**config.mk**
```make
export PLATFORM = sky130hd
export DESIGN_NAME = instruction_fetch_unit_flat
export DESIGN_NICKNAME = d
export VERILOG_FILES = /design/src/rtl/instruction_fetch_unit_if.sv /design/src/rtl/instruction_fetch_unit.sv /design/src/flat_wrapper.sv
export SDC_FILE = /design/constraint.sdc
export NUM_CORES = 1
export LEC_CHECK = 0
export BUFFER_PORTS_ARGS = -buffer_cell sky130_fd_sc_hd__clkbuf_2
export CELL_PAD_IN_SITES_DETAIL_PLACEMENT = 1
export CELL_PAD_IN_SITES_GLOBAL_PLACEMENT = 1
export CORE_ASPECT_RATIO = 1.5
export CORE_UTILIZATION = 30
export DETAILED_ROUTE_END_ITERATION = 12
export MAX_ROUTING_LAYER = met4
export PLACE_DENSITY_LB_ADDON = 0.08
export SLEW_MARGIN = 20
export SYNTH_ARGS = -nofsm -noshare
export SYNTH_HDL_FRONTEND = slang
export SYNTH_SLANG_ARGS = --single-unit
```
**constraint.sdc**
```tcl
create_clock -name clk -period 4.1 [get_ports clk]
set_input_delay 0.82 -clock clk [delete_from_list [all_inputs] [get_ports clk]]
set_output_delay 0.82 -clock clk [all_outputs]
set_load 0.02 [all_outputs]
```
**src/rtl/instruction_fetch_unit_if.sv**
```systemverilog
// Fetch-unit bus bundle: instruction-memory request/response, decoder handshake,
// next-PC control inputs and the PC/link/retirement outputs.
interface instruction_fetch_unit_if;
  logic        imem_req;
  logic [31:0] imem_addr;
  logic [31:0] imem_rdata;
  logic        imem_rvalid;
  logic [31:0] instruction;
  logic        instr_valid;
  logic        instr_ready;
  logic [31:0] pc;
  logic [31:0] pc_plus4;
  logic        Branch;
  logic        Jump;
  logic        JumpReg;
  logic        InvZero;
  logic        zero;
  logic [31:0] jr_target;
  logic [31:0] retired_count;

  modport master (
    output imem_req, imem_addr, instruction, instr_valid, pc, pc_plus4, retired_count,
    input  imem_rdata, imem_rvalid, instr_ready, Branch, Jump, JumpReg, InvZero, zero,
           jr_target
  );

  modport slave (
    input  imem_req, imem_addr, instruction, instr_valid, pc, pc_plus4, retired_count,
    output imem_rdata, imem_rvalid, instr_ready, Branch, Jump, JumpReg, InvZero, zero,
           jr_target
  );
endinterface

```
**src/rtl/instruction_fetch_unit.sv**
```systemverilog
// Program counter and single-outstanding instruction fetch: REQ -> WAIT -> HOLD,
// one instruction per retirement, next PC resolved from decoder flags at retirement.
module instruction_fetch_unit #(
  parameter logic [31:0] RESET_PC = 32'h0000_0000
) (
  input logic                       clk,
  input logic                       reset_n,
  instruction_fetch_unit_if.master  ifu
);

  typedef enum logic [1:0] {REQ, WAIT, HOLD} state_t;

  state_t      state;
  logic [31:0] pcQ;
  logic [31:0] instrQ;
  logic        validQ;
  logic [31:0] countQ;
  logic [31:0] pcPlus4;
  logic [31:0] branchOffset;
  logic [31:0] nextPc;
  logic        branchTaken;

  assign pcPlus4      = pcQ + 32'd4;
  assign branchOffset = {{14{instrQ[15]}}, instrQ[15:0], 2'b00};
  assign branchTaken  = ifu.Branch & (ifu.zero ^ ifu.InvZero);

  always_comb begin
    nextPc = pcPlus4;
    if (ifu.JumpReg)
      nextPc = {ifu.jr_target[31:2], 2'b00};
    else if (ifu.Jump)
      nextPc = {pcPlus4[31:28], instrQ[25:0], 2'b00};
    else if (branchTaken)
      nextPc = pcPlus4 + branchOffset;
  end

  always_ff @(posedge clk or negedge reset_n) begin
    if (!reset_n) begin
      state  <= REQ;
      pcQ    <= RESET_PC;
      instrQ <= '0;
      validQ <= 1'b0;
      countQ <= '0;
    end else begin
      case (state)
        REQ: state <= WAIT;
        WAIT: begin
          if (ifu.imem_rvalid) begin
            instrQ <= ifu.imem_rdata;
            validQ <= 1'b1;
            state  <= HOLD;
          end
        end
        HOLD: begin
          if (ifu.instr_ready) begin
            pcQ    <= nextPc;
            validQ <= 1'b0;
            countQ <= countQ + 32'd1;
            state  <= REQ;
          end
        end
        default: state <= REQ;
      endcase
    end
  end

  // Reset parks the FSM in REQ; gating with reset_n keeps the strobe low while held.
  assign ifu.imem_req      = (state == REQ) && reset_n;
  assign ifu.imem_addr     = pcQ;
  assign ifu.instruction   = instrQ;
  assign ifu.instr_valid   = validQ;
  assign ifu.pc            = pcQ;
  assign ifu.pc_plus4      = pcPlus4;
  assign ifu.retired_count = countQ;

endmodule

```
**src/flat_wrapper.sv**
```systemverilog
// flat-port wrapper written by rule: the top's interface ports become plain ports
module instruction_fetch_unit_flat 
#(
  parameter logic [31:0] RESET_PC = 32'h0000_0000
)
  (clk, reset_n, ifu_imem_req, ifu_imem_addr, ifu_instruction, ifu_instr_valid, ifu_pc, ifu_pc_plus4, ifu_retired_count, ifu_imem_rdata, ifu_imem_rvalid, ifu_instr_ready, ifu_Branch, ifu_Jump, ifu_JumpReg, ifu_InvZero, ifu_zero, ifu_jr_target);
  instruction_fetch_unit_if ifu_i ();
  input logic clk;
  input logic reset_n;
  output wire logic [$bits(ifu_i.imem_req)-1:0] ifu_imem_req;
  output wire logic [$bits(ifu_i.imem_addr)-1:0] ifu_imem_addr;
  output wire logic [$bits(ifu_i.instruction)-1:0] ifu_instruction;
  output wire logic [$bits(ifu_i.instr_valid)-1:0] ifu_instr_valid;
  output wire logic [$bits(ifu_i.pc)-1:0] ifu_pc;
  output wire logic [$bits(ifu_i.pc_plus4)-1:0] ifu_pc_plus4;
  output wire logic [$bits(ifu_i.retired_count)-1:0] ifu_retired_count;
  input wire logic [$bits(ifu_i.imem_rdata)-1:0] ifu_imem_rdata;
  input wire logic [$bits(ifu_i.imem_rvalid)-1:0] ifu_imem_rvalid;
  input wire logic [$bits(ifu_i.instr_ready)-1:0] ifu_instr_ready;
  input wire logic [$bits(ifu_i.Branch)-1:0] ifu_Branch;
  input wire logic [$bits(ifu_i.Jump)-1:0] ifu_Jump;
  input wire logic [$bits(ifu_i.JumpReg)-1:0] ifu_JumpReg;
  input wire logic [$bits(ifu_i.InvZero)-1:0] ifu_InvZero;
  input wire logic [$bits(ifu_i.zero)-1:0] ifu_zero;
  input wire logic [$bits(ifu_i.jr_target)-1:0] ifu_jr_target;
  assign ifu_imem_req = ifu_i.imem_req;
  assign ifu_imem_addr = ifu_i.imem_addr;
  assign ifu_instruction = ifu_i.instruction;
  assign ifu_instr_valid = ifu_i.instr_valid;
  assign ifu_pc = ifu_i.pc;
  assign ifu_pc_plus4 = ifu_i.pc_plus4;
  assign ifu_retired_count = ifu_i.retired_count;
  assign ifu_i.imem_rdata = ifu_imem_rdata;
  assign ifu_i.imem_rvalid = ifu_imem_rvalid;
  assign ifu_i.instr_ready = ifu_instr_ready;
  assign ifu_i.Branch = ifu_Branch;
  assign ifu_i.Jump = ifu_Jump;
  assign ifu_i.JumpReg = ifu_JumpReg;
  assign ifu_i.InvZero = ifu_InvZero;
  assign ifu_i.zero = ifu_zero;
  assign ifu_i.jr_target = ifu_jr_target;
  instruction_fetch_unit #(.RESET_PC(RESET_PC)) u_core (.clk(clk), .reset_n(reset_n), .ifu(ifu_i));
endmodule
```
# Word level (Yosys, flattened, before mapping)

Index checks and enable logic that the tools add are counted.

Bits in registers: 99
Output and inout bits: 162
Word-level logic and storage cells: 30

Add/subtract/negate cells: 3
Eq/ne operators: 4
Mux-type cells: 9
Bitwise operators: 2
Reductions and logical operators: 7

Operators by type and width:

| operator                | count |
|---|---|
| $mux W32                | 3 |
| $add A32 B1 Y32 const B | 1 |
| $add A32 B3 Y32 const B | 1 |
| $add A32 B32 Y32        | 1 |
| $pmux W2 S3             | 1 |
| $reduce_and A2 Y1       | 3 |
| $mux W2                 | 2 |
| $ne A2 B2 Y1 const B    | 2 |
| $reduce_and A3 Y1       | 1 |
| $eq A2 B1 Y1 const B    | 1 |
| $eq A2 B2 Y1 const B    | 1 |
| $logic_not A2 Y1        | 1 |
| $mux W1                 | 2 |
| $pmux W1 S2             | 1 |
| $reduce_bool A2 Y1      | 1 |
| $and A1 B1 Y1           | 1 |
| $logic_and A1 B1 Y1     | 1 |
| $xor A1 B1 Y1           | 1 |

# Logic depth before layout (Yosys ltp)

Depth in word-level cells: 5
Depth in mapped cells: 17
Gate-level depth less buffers: 16

# Least setup slack after synthesis

Ideal clock, no wire load.

Path kind: reg2reg
From: register u_core.pcQ[4] (netlist: u_core.ifu.imem_addr[4])
To: register u_core.pcQ[31] (netlist: u_core.ifu.imem_addr[31])
Setup time: 122 ps
Arrival: 4146 ps
Slack: -168 ps
Stages on the path, launching flop included: 18
Path buffers: 2
Period minus slack after synthesis: 4268 ps
Cells stage by stage: dfrtp_1 > nand3_1 > or3_1 > buf_2 > nor4_4 > and2_1 > xor2_1 > ha_1 > buf_2 > a2111o_1 > o211ai_1 > o311ai_1 > or3_1 > nor3_1 > nor4_1 > or3_1 > nand3_1 > a21oi_1

Longest elaborated chain between the ends: 5

RTL lines:

| item                       | line                         | source |
|---|---|---|
| start: declaration         | instruction_fetch_unit.sv:14 | `logic [31:0] pcQ;` |
| start signal: assignment   | instruction_fetch_unit.sv:56 | `pcQ <= nextPc;` |
| $add A32 B3 Y32            | instruction_fetch_unit.sv:23 | `assign pcPlus4 = pcQ + 32'd4;` |
| named net ifu_pc_plus4[27] | flat_wrapper.sv:15           | `output wire logic [$bits(ifu_i.pc_plus4)-1:0] ifu_pc_plus4;` |
| $add A32 B32 Y32           | instruction_fetch_unit.sv:34 | `nextPc = pcPlus4 + branchOffset;` |
| $mux W32                   | instruction_fetch_unit.sv:33 | `else if (branchTaken)` |
| $mux W32                   | instruction_fetch_unit.sv:31 | `else if (ifu.Jump)` |
| $mux W32                   | instruction_fetch_unit.sv:29 | `if (ifu.JumpReg)` |

The timed path passes the listed nets, and every way through them passes these cells.
A chain may end at the register's enable or synchronous reset.

# Worst setup path after layout

From: register u_core.pcQ[2] (netlist: u_core.ifu.imem_addr[2])
To: register u_core.pcQ[31] (netlist: u_core.ifu.imem_addr[31])

Longest elaborated chain between the ends: 5

RTL lines:

| item                | line |
|---|---|
| $add A32 B3 Y32 (*) | instruction_fetch_unit.sv:23 |
| $add A32 B32 Y32    | instruction_fetch_unit.sv:34 |
| $mux W32            | instruction_fetch_unit.sv:33 |
| $mux W32 (*)        | instruction_fetch_unit.sv:31 |
| $mux W32 (*)        | instruction_fetch_unit.sv:29 |

Every way passes the cells marked *; elsewhere a longest branch is shown, timed or not.

==> results_dict.tcl <==
set metrics [dict create \
    root_buffer "clkbuf_16" \
    maxCapViolations 0 \
    antenna_found_initial 0 \
    synth_enable_flop_cells 0 \
    clkSinkCount 97 \
    ir_drop_mv 0.358 \
    holdPathStages 1 \
    fillerInstances 2747 \
    fin_setup_tns_ns 0 \
    power_frac_seq_pct 20.1 \
    insertedDiodeCount 0 \
    avgViaCountPerCell 5.20 \
    vias 7010 \
    final_cell_mix "225 x clkbuf_2, 111 x buf_4, 95 x nand2_1, 95 x dfrtp_1, 55 x a21oi_1" \
    crit_path_cell_trace "ha_1 > nand2_1 > or3_4 > nor3_2 > buf_4 > nand3_1 > xnor2_2 > ha_1 > o21a_1 > o211ai_1 > o311ai_2 > or3_1 > nor3_2 > nor4_1 > or3_1 > nand3_1 > a21oi_1" \
    leakage_nw 4.59 \
    drt_iter0_markers 229 \
    initial_utilization_pct 30.8 \
    ctsResizeCount 0 \
    worstSetupPathType "reg2reg" \
    outcome "finished clean" \
    synth.distinct_cells 69 \
    core-area_um2 22600 \
    worstHoldStart "u_core.ifu.retired_count[31]" \
    finalHoldViolCount 0 \
    wirelength_um 27800 \
    grt-ovfl-total 0 \
    syn_area_per_cell_um2 8.89 \
    h-tree-depth 3 \
    grt_pass1_vias 7362 \
    worst_hold_slack_ns 0.473 \
    finalCritPeriodShare_pct 95.8 \
    ant_nets 0 \
    crit_arrival_ns 4.18 \
    tightest_slew_ns 0.811 \
    critPathMaxFanout 4 \
    area_growth_pct 32.9 \
    hold_end "u_core.ifu.retired_count[31]" \
    std_cell_rows 67 \
    drive_above_1_share_pct 38.1 \
    setup_ws_ns 0.174 \
    path_clk_slew_ns 0.07 \
    cts_tree "done" \
    critPathLaunchType "flip-flop" \
    relSlewSlack_pct 46.0 \
    slowest_stage "or3_4" \
    yosys_most_used_dff "dfrtp_1" \
    reg2reg_to "u_core.ifu.imem_addr[31]" \
    die_y_um 188 \
    gp_congestion 0.880 \
    async_reset_ff_share_pct 100 \
    placed_area_um2 8900 \
    drc 0 \
    reg2reg_depth 17 \
    numPortBuffers 226 \
    power_density_nw_per_um2 916 \
    cp.required_ns 4.35 \
    numCtsBuffers 9 \
    dr.pass1.iters 4 \
    dpl_worst_slack_ns 0.0600 \
    postCtsHoldBufs 0 \
    end_kind "flip-flop" \
    stdcell_area_um2 9230 \
    power_w 0.00845 \
    fmax_ghz 0.255 \
    power_switching_w 0.00424 \
    clk_path_buf_depth 2 \
    fin_nets 1179 \
    power.internal_w 0.00421 \
    crit_path_max_incr_delay_ns 0.41 \
    finalMaxSlewViolations 0 \
    clock_latency_ns 0.37 \
    die-area_um2 23800 \
    grt_setup_unrepaired "no" \
    post_cts_buffers 0 \
    ys_seq_area_share_pct 35.0 \
    timing.rr.start "u_core.ifu.imem_addr[2]" \
    pwr-share-comb_pct 69.8 \
    p_sw_share_pct 50.2 \
    grt_max_degree 50 \
    io_pins 235 \
    finalSetupViolations 0 \
    pwr-share-clk_pct 10.1 \
    hp-class "reg2reg" \
    hpwl_um 22200 \
    synth_area_um2 6940 \
    rrSetupSlack_ns 0.17 \
    finalCriticalPeriod_ns 3.93 \
    netlist_instances 781 \
    grt_pass1_wl_um 42800 \
    grt.total_usage_pct 24.8 \
    detail_route.wl_per_cell_um 20.6 \
    die_x_um 126 \
    skew_ns 0.0110 \
    synth-seq-cells 97 \
    final_common_cell "clkbuf_2" \
    synth_warnings 0 \
]
[how the worst max path moves through the flow]
stage | cells after the start | start | to | slack [ns]
floorplan | 17 | u_core.ifu.imem_addr[3] | u_core.ifu.imem_addr[31] | 0.008
global placement | 18 | u_core.ifu.imem_addr[2] | u_core.ifu.imem_addr[29] | 0.04
detailed placement | 15 | u_core.ifu.imem_addr[2] | u_core.ifu.imem_addr[31] | 0.06
CTS | 15 | u_core.ifu.imem_addr[2] | u_core.ifu.imem_addr[28] | 0.04
global route | 17 | u_core.ifu.imem_addr[6] | u_core.ifu.imem_addr[31] | 0.02
finish | 17 | u_core.ifu.imem_addr[2] | u_core.ifu.imem_addr[31] | 0.17
[worst max-delay path: cells and delay by family, from the launching register on]
family / cells / cell delay (ns)
compound gates: 4 / 0.66
xor+xnor: 1 / 0.19
fa+ha+maj: 2 / 0.48
buf+inv: 1 / 0.18
flops: 1 / 0.39
simple gates: 9 / 1.91
[cell families (layout without fill, tap and decap cells)]
| kind of cell | Yosys count | after routing | synth area share, % |
|---|---|---|---|
| AOI/OAI and AO/OA | 188 | 188 | 17.7 |
| xor gates and xnor gates | 81 | 81 | 10.3 |
| adders and majority gates | 38 | 38 | 6.96 |
| buffers and inverters | 76 | 363 | 6.15 |
| DFF | 97 | 97 | 35.0 |
| muxes | 35 | 35 | 5.62 |
| other | 1 | 6 | 0.0540 |
| and+or+nand+nor | 265 | 265 | 18.2 |
[synth_stat cells, types with 3 or more instances]
| cell | instances | share of area, % |
|---|---|---|
| nand4_1 | 9 | 0.81 |
| o221ai_1 | 4 | 0.50 |
| or3_1 | 8 | 0.72 |
| o21a_1 | 3 | 0.32 |
| buf_2 | 5 | 0.36 |
| a21o_1 | 10 | 1.1 |
| a21oi_1 | 55 | 4.0 |
| xor2_1 | 27 | 3.4 |
| nand3_1 | 32 | 2.3 |
| clkbuf_1 | 23 | 1.2 |
| o21bai_1 | 4 | 0.43 |
| xnor2_1 | 53 | 6.7 |
| nand2_1 | 95 | 5.1 |
| nand2b_1 | 6 | 0.54 |
| nor2b_1 | 3 | 0.27 |
| dfrtp_1 | 97 | 35 |
| and3_1 | 26 | 2.3 |
| a41oi_1 | 3 | 0.38 |
| ha_1 | 37 | 6.7 |
| o211ai_1 | 5 | 0.54 |
| nor2_1 | 57 | 3.1 |
| a221o_1 | 3 | 0.43 |
| mux2_2 | 32 | 5.2 |
| inv_1 | 10 | 0.54 |
| and2_1 | 8 | 0.72 |
| a221oi_1 | 5 | 0.63 |
| o21ai_0 | 46 | 3.3 |
| buf_4 | 36 | 3.9 |
| mux2i_1 | 3 | 0.43 |
| a211oi_1 | 7 | 0.76 |
| nor3_1 | 6 | 0.43 |
| a22oi_1 | 4 | 0.43 |
| a31oi_1 | 8 | 0.72 |
| o22ai_1 | 8 | 0.72 |
[metrics by stage]
step / instances / util (%)
floorplan: 786 / -
global placement: 1333 / 39.5
detailed placement: 1333 / 39.5
CTS: 1349 / 40.7
global route: 1349 / 40.9
finish: 1349 / 40.9
[final cells by class]
class	count	area (µm²)	area share [%]
Timing Repair Buffer	336	1960	21.2
Clock buffer	12	246	2.67
Tap cell	276	345	3.74
Multi-Input combinational cell	613	4170	45.2
Sequential cell	97	2430	26.3
Clock inverter	4	36.3	0.393
Inverter	11	41.3	0.448
[power groups by stage]
stage          clock network, W  registers [W]  logic, W
3_3_place_gp                  0        0.00171   0.00584
4_1_cts                0.000883        0.00170   0.00592
5_1_grt                0.000912        0.00175   0.00645
2_1_floorplan                 0        0.00207   0.00330
6_report               0.000851        0.00170   0.00590
3_5_place_dp                  0        0.00172   0.00588
[registers in the layout (all words and copies together) (netlist names)]
name                      count
u_core.ifu.imem_addr         30
u_core.ifu.instr_valid        1
u_core.ifu.instruction       32
u_core.ifu.retired_count     32
u_core.state                  2
[metal layers]
layer	wire length, µm	up-vias	global-route usage, %	part of all wire (%)
li1	-	3326	-	-
met1	10800	3457	26.9	39
met2	15100	180	45.3	54
met3	903	47	2.78	3.3
met4	918	0	10.3	3.3
met5	0	-	-	0
No activity file was read; power rests on OpenSTA's default activity.
